File: src/rtl/multicycle_ctrl_fsm.sv
// Main sequencing FSM for the multicycle ARM datapath: fetch/decode/execute/mem/writeback,
// with a request/ready handshake to the shared memory and a watchdog on memory waits.
module multicycle_ctrl_fsm #(
    parameter int WAIT_LIMIT = 16,
    parameter int CNT_W      = 8
) (
    input  logic       clk,
    input  logic       reset,
    input  logic [1:0] op,
    input  logic [5:0] funct,
    input  logic       mem_ready,
    output logic       mem_req,
    output logic       irwrite,
    output logic       nextpc,
    output logic       regw,
    output logic       memw,
    output logic       branch,
    output logic       adrsrc,
    output logic       alusrca,
    output logic [1:0] alusrcb,
    output logic [1:0] resultsrc,
    output logic       aluop,
    output logic       fault,
    output logic [3:0] state
);

    typedef enum logic [3:0] {
        S_FETCH    = 4'd0,
        S_DECODE   = 4'd1,
        S_MEMADR   = 4'd2,
        S_MEMRD    = 4'd3,
        S_MEMWB    = 4'd4,
        S_MEMWR    = 4'd5,
        S_EXECUTER = 4'd6,
        S_EXECUTEI = 4'd7,
        S_ALUWB    = 4'd8,
        S_BRANCH   = 4'd9,
        S_UNKNOWN  = 4'd10
    } state_e;

    localparam bit             WDOG_EN  = (WAIT_LIMIT != 0);
    localparam logic [CNT_W-1:0] CNT_LAST = CNT_W'(WAIT_LIMIT - 1);

    state_e             state_q, state_d;
    logic [CNT_W-1:0]   wait_cnt_q, wait_cnt_d;
    logic               wait_st;
    logic               timeout;
    logic               unused_funct;

    // Only the I bit and the L bit of funct steer the sequence.
    assign unused_funct = ^funct[4:1];

    always_comb begin
        wait_st = (state_q == S_FETCH) || (state_q == S_MEMRD) || (state_q == S_MEMWR);
        timeout = WDOG_EN && wait_st && !mem_ready && (wait_cnt_q == CNT_LAST);
    end

    always_comb begin
        state_d = state_q;
        case (state_q)
            S_FETCH:    if (mem_ready) state_d = S_DECODE;
            S_DECODE: begin
                case (op)
                    2'b00:   state_d = funct[5] ? S_EXECUTEI : S_EXECUTER;
                    2'b01:   state_d = S_MEMADR;
                    2'b10:   state_d = S_BRANCH;
                    default: state_d = S_UNKNOWN;
                endcase
            end
            S_MEMADR:   state_d = funct[0] ? S_MEMRD : S_MEMWR;
            S_MEMRD:    if (mem_ready) state_d = S_MEMWB;
            S_MEMWB:    state_d = S_FETCH;
            S_MEMWR:    if (mem_ready) state_d = S_FETCH;
            S_EXECUTER: state_d = S_ALUWB;
            S_EXECUTEI: state_d = S_ALUWB;
            S_ALUWB:    state_d = S_FETCH;
            S_BRANCH:   state_d = S_FETCH;
            S_UNKNOWN:  state_d = S_UNKNOWN;
            default:    state_d = S_UNKNOWN;
        endcase
        // A ready on the last allowed cycle already moved us on, so timeout never fires then.
        if (timeout) state_d = S_UNKNOWN;
    end

    // Counter only survives a cycle that stalls in a wait state; any move or ready clears it.
    always_comb begin
        wait_cnt_d = '0;
        if (wait_st && !mem_ready && (state_d == state_q))
            wait_cnt_d = wait_cnt_q + CNT_W'(1);
    end

    always_ff @(posedge clk or negedge reset) begin
        if (!reset) begin
            state_q    <= S_FETCH;
            wait_cnt_q <= '0;
        end else begin
            state_q    <= state_d;
            wait_cnt_q <= wait_cnt_d;
        end
    end

    always_comb begin
        mem_req   = 1'b0;
        irwrite   = 1'b0;
        nextpc    = 1'b0;
        regw      = 1'b0;
        memw      = 1'b0;
        branch    = 1'b0;
        adrsrc    = 1'b0;
        alusrca   = 1'b0;
        alusrcb   = 2'b00;
        resultsrc = 2'b00;
        aluop     = 1'b0;
        fault     = 1'b0;
        case (state_q)
            S_FETCH: begin
                mem_req   = 1'b1;
                alusrca   = 1'b1;
                alusrcb   = 2'b10;
                resultsrc = 2'b10;
                irwrite   = mem_ready;
                nextpc    = mem_ready;
            end
            S_DECODE: begin
                alusrca   = 1'b1;
                alusrcb   = 2'b10;
                resultsrc = 2'b10;
            end
            S_MEMADR: begin
                alusrcb = 2'b01;
            end
            S_MEMRD: begin
                mem_req = 1'b1;
                adrsrc  = 1'b1;
            end
            S_MEMWB: begin
                resultsrc = 2'b01;
                regw      = 1'b1;
            end
            S_MEMWR: begin
                mem_req = 1'b1;
                adrsrc  = 1'b1;
                memw    = 1'b1;
            end
            S_EXECUTER: begin
                aluop = 1'b1;
            end
            S_EXECUTEI: begin
                alusrcb = 2'b01;
                aluop   = 1'b1;
            end
            S_ALUWB: begin
                regw = 1'b1;
            end
            S_BRANCH: begin
                alusrcb   = 2'b01;
                resultsrc = 2'b10;
                branch    = 1'b1;
            end
            S_UNKNOWN: begin
                fault = 1'b1;
            end
            default: ;
        endcase
    end

    assign state = state_q;

endmodule
File: config.mk
export PLATFORM = sky130hd
export DESIGN_NAME = multicycle_ctrl_fsm
export DESIGN_NICKNAME = d
export VERILOG_FILES = /design/src/rtl/multicycle_ctrl_fsm.sv
export SDC_FILE = /design/constraint.sdc
export NUM_CORES = 1
export LEC_CHECK = 0
export ABC_AREA = 0
export BUFFER_PORTS_ARGS = -buffer_cell sky130_fd_sc_hd__buf_2
export CAP_MARGIN = 10
export CORE_ASPECT_RATIO = 0.9
export CORE_UTILIZATION = 43
export CTS_CLUSTER_SIZE = 10
export DETAILED_ROUTE_END_ITERATION = 10
export PLACE_DENSITY_LB_ADDON = 0.1
export SETUP_SLACK_MARGIN = 0.02
export SYNTH_ARGS = -nofsm -noshare
export SYNTH_HDL_FRONTEND = slang
export SYNTH_SLANG_ARGS = --single-unit
File: constraint.sdc
create_clock -name clk -period 1.8 [get_ports clk]
set_clock_uncertainty 0.05 [all_clocks]
set_input_delay 0.09 -clock clk [delete_from_list [all_inputs] [get_ports clk]]
set_output_delay 0.09 -clock clk [all_outputs]
set_load 0.1 [all_outputs]
After elaboration in Yosys (flattened, before gate mapping)
Index checks and enable logic that the tools add are counted.
- register bits after elaboration: 12
- bits in latches: 0
- memory bits (writable): 0
- ROM bits: 0
- output and inout bits: 18
- word-level logic and storage cells: 53
- memories kept: 0
- $add $sub $neg: 1
- multiply operators: 0
- div/mod/pow operators: 0
- magnitude comparators: 0
- eq/ne operators: 14
- shift operators: 0
- multiplexer cells: 20
- bitwise logic cells: 0
- reductions and logical operators: 16
- operators by type and width (kind ; number):
    4-bit case mux with 7 select lines ; 1
    4-bit by 3-bit == test with 1-bit output, second input constant ; 4
    4-bit 2-to-1 mux ; 4
    4-bit == test, second input constant ; 3
    4-bit case mux with 3 select lines ; 1
    3-bit OR reduction ; 4
    1-bit 2-to-1 mux ; 10
    8-bit by 1-bit adder with 8-bit output, second input constant ; 1
    4-bit by 2-bit == test with 1-bit output, second input constant ; 2
    8-bit by 4-bit == test with 1-bit output, second input constant ; 1
    8-bit 2-to-1 mux ; 1
    2-bit case mux with 2 select lines ; 2
    2-bit OR reduction ; 4
    4-bit by 1-bit == test with 1-bit output, second input constant ; 1
    4-bit == test ; 1
    4-bit logical NOT ; 1
    1-bit logical AND ; 3
    3-bit 2-to-1 mux ; 1
    2-bit by 1-bit == test with 1-bit output, second input constant ; 1
    2-bit == test, second input constant ; 1
    2-bit logical NOT ; 1
    1-bit logical OR ; 2
    1-bit logical NOT ; 1

Longest topological paths before layout
- depth after elaboration: 9
- gate-level depth with buffers: 6

Worst setup path before layout
Ideal clock, no wire load.
- kind: register to output
- start: reg state_q[1], in the netlist state[1]
- end: out nextpc
- data arrival time: 4726 ps
- path slack: -3066 ps
- cell stages (with the launch flop): 5
- path buffers: 2
- cells stage by stage: dfrtp_1 buf_2 nor3_1 and3_1 buf_4
- longest elaborated chain between the ends: 2
- ends and longest elaborated chain (item ; RTL line ; source):
    start, declared ; 44 ; state_e state_q, state_d;
    start signal, assigned ; 97 ; state_q <= state_d;
    4-bit logical NOT ; n/a ;
    1-bit 2-to-1 mux ; n/a ;
    end, declared ; 14 ; output logic nextpc,
Every way passes these cells.

Final worst setup path
- start: reg state_q[1], in the netlist state[1]
- end: reg state_q[0], in the netlist state[0]
- longest elaborated chain between the ends: 6
- elaborated cells between the ends (all ways): 18
- ends and longest elaborated chain (item ; RTL line ; source):
    branches (longest 5 deep; another with 4-bit case mux with 7 select lines) ; n/a ;
    4-bit 2-to-1 mux * ; 82 ; if (timeout) state_d = S_UNKNOWN;
    via state_d[0] ; 44 ;
Mark *: on every way through the listed nets, which the timed path passes.

==> impl_results.md <==
- Critical path startpoint category: flop
- Iteration-0 DRC Markers: 28
- Count of cells along the worst register-to-register path: 5
- Clock-pin slew reported for the worst setup and hold paths after clock tree synthesis: 0.07 ns
- Total design power: 517.1 uW
- Critical Path End Type: flop
- Clock insertion delay at the later pin of the skew report: 0.29 ns
- Antenna violations before repair: 0
- Largest net degree at the start of global routing: 13
- Port-buffer cells: 24
- Sum of net half-perimeters after detailed placement: 1660 um
- Combined area of all synthesized cells: 800.8 um2
- Area share of the leading cell type in the synthesized netlist: 0.3750
- Die height: 42.94 um
- Critical-path maximum fanout: 4
- Delay of the slowest cell on the worst path: 0.51 ns
- Worst hold path cell count: 2
- Worst ir drop on vdd: 0.6171 mV
- Max_slew headroom: 0.6687
- Leading post-synthesis cells by cell area: dfrtp_1 38%, xnor2_1 5.5%, nor2_1 4.7%, nor2_2 4.7%, nand2b_1 3.9%
- GR Util All Layers: 0.2799
- Final weighted congestion of routability-driven global placement: 0.8024
- CTS tree: yes
- Die extent in x: 47.49 um
- Iteration count of the initial detailed-routing pass: 4
- Commonest non-fill, non-tap cells in the layout: 15 x buf_4, 11 x buf_2, 11 x buf_12
- Total setup violations reported at the end of the flow: 8
- Leakage component of the power: 0.6077 nW
- Average cell area after synthesis: 8.341 um2
- First-pass GRT wire length: 3946 um
- Endpoint arrival time on the critical path: 2.03 ns
- Count of antenna diodes in the layout: 0
- Final-report max-slew violation count: 0
- Pwr dens: 349.3 nW/um2
- Total Routed Length: 2593 um
- Type of the tightest min-delay check: input pin to flop
- Count of standard-cell rows: 14
- Post-synthesis cell type with the largest combined area: dfrtp_1
- Largest buffer count on any clock path: 2
- Floorplan Core Area: 1717 um2
- Type of the worst setup path: flop to flop
- Failing checks: negative setup slack
- Number of flops mapped to enable cells by yosys: 0
- Layout cell share with drive strength beyond 1: 0.5929
- GR Overflow Total: 0
- Summed area of non-filler cells in the final layout: 1480 um2
- # IOs: 29
- Share of synthesized flip-flops with an asynchronous set or reset: 1.000
- Antenna Nets Post-Route: 0
- Transition time of the tightest slew-check pin: 0.5004 ns
- Vias per cell: 5.543
- DRC violation count after routing: 0
- Final worst-path cycle share: 1.055
- Final hold violation count: 0
- Via Count: 909
- Master cell of the clock root buffer: clkbuf_4
- Number of instances in the synthesized netlist: 96
- Data required time at the worst endpoint: 1.93 ns
- Count of filler cells inserted in the layout: 99
- Outcome: complete, but fails checks
- Via count of the first global-routing pass: 854
- Post-layout min period: 1.899 ns
- Total Nets Final: 153
- Cells along the critical path: or3_1 -> o21a_1 -> buf_6 -> o41a_1 -> a21boi_2
- Net Count, Synth: 108
- Crit path setup slack, layout: -0.09899 ns
- # H-tree levels: 1
- Flop and latch count out of synthesis: 12
- Post-Place Setup Slack: -0.004976 ns
- Floorplan die area: 2039 um2
- Critical Path Slowest Stage Cell: dfrtp_4
- Count of yosys warnings during synthesis: 0
- Effective utilization at floorplan: 0.4665
- Unrepaired setup endpoints after global routing: true
- Commonest non-fill, non-tap cell in the layout: buf_4
- Detail-routed net length per standard cell: 15.81 um
- Max-capacitance violation count: 0
- Upper clock frequency limit: 526.6 MHz
- Share of the yosys chip area belonging to registers: 0.3750
- Post-place instance area: 1333 um2
- Count of cell types in the netlist: 32
- Number of sinks driven by the clock tree: 12
- Layout overhead on the synthesized area: 84.84%
- Number of clock buffers inserted by TritonCTS: 3
- Commonest register cell after synthesis: dfrtp_1
## state kept, by name (all words and copies together) (netlist names)
register and flops:
state 4, wait_cnt_q 8
## routing by layer
metal / up-vias / track usage / share of wire
li1: 424 / - / -
met1: 437 / 0.3690 / 0.42
met2: 41 / 0.4329 / 0.50
met3: 7 / 0.09787 / 0.063
met4: 0 / 0.06286 / 0.016
met5: - / 0 / 0
## cell type report
type,instances,area (um2),area share
Sequential cell,12,315.3,0.2130
Inverter,4,20.02,0.01352
Tap cell,24,30.03,0.02029
Multi-Input combinational cell,74,593.1,0.4007
Timing Repair Buffer,46,485.5,0.3280
Clock buffer,4,36.28,0.02451
## worst max-delay path, delay by kind of cell (launching register included)
kind,cells,cell delay (ns)
DFF,1,0.51
buffers and inverters,1,0.13
and+or+nand+nor,1,0.38
AOI/OAI and AO/OA,3,0.73
## through the flow
stage / TNS, ns / util / std cells / hold slack [ns]
2_1_floorplan: -4.900 / - / 96 / -0.2556
3_3_place_gp: 0 / 0.7762 / 154 / -0.07181
3_5_place_dp: -0.004976 / 0.7762 / 154 / -0.06919
4_1_cts: -0.04058 / 0.8382 / 162 / 0.02753
5_1_grt: -0.5929 / 0.8622 / 164 / 0.03543
6_report: -0.2563 / 0.8622 / 164 / 0.03921
## final timing paths
check | startpoint | endpoint | slack (ns)
worst max-delay path | state[1] | state[0] | -0.1
worst min-delay path | mem_ready | wait_cnt_q[2] | 0.04
worst max register to register | state[1] | state[0] | -0.1
worst min register to register | wait_cnt_q[0] | wait_cnt_q[0] | 0.43
max in group asynchronous | reset | state[0] | 1.30
min in group asynchronous | reset | wait_cnt_q[6] | 0.15
## cells by family (layout without fill, tap and decap cells)
family	Yosys count	in the layout	share of synthesized area
flops	12	12	0.3750
simple gates	50	50	0.3406
xor+xnor	7	7	0.07656
compound gates	16	16	0.1328
buf+inv	10	54	0.05937
fa+ha+maj	1	1	0.01562
## synthesized netlist by cell type, types with 3 or more instances
library cell  number
a21oi_1            3
dfrtp_1           12
inv_1              4
nand2_1            5
nand2b_1           5
nor2_1            10
nor2_2             6
nor3_1             6
o21ai_0            5
or4_1              4
xnor2_1            5
## report_power, final
group | switching [mW] | internal, mW | total, mW
Combinational | 0.0139 | 0.0102 | 0.0241
Clock | 0.100 | 0.123 | 0.224
Sequential | 0 | 0.269 | 0.269
Total | 0.114 | 0.403 | 0.517
## repair_timing
action	4_1_cts	5_1_grt
pin swaps	4	3
hold buffers	1	0
endpoints found under the setup margin	16	16
gates resized for setup	12	9
setup buffers	4	2
endpoints found under the hold margin	12	0
Power figures use the tool's default switching activity.
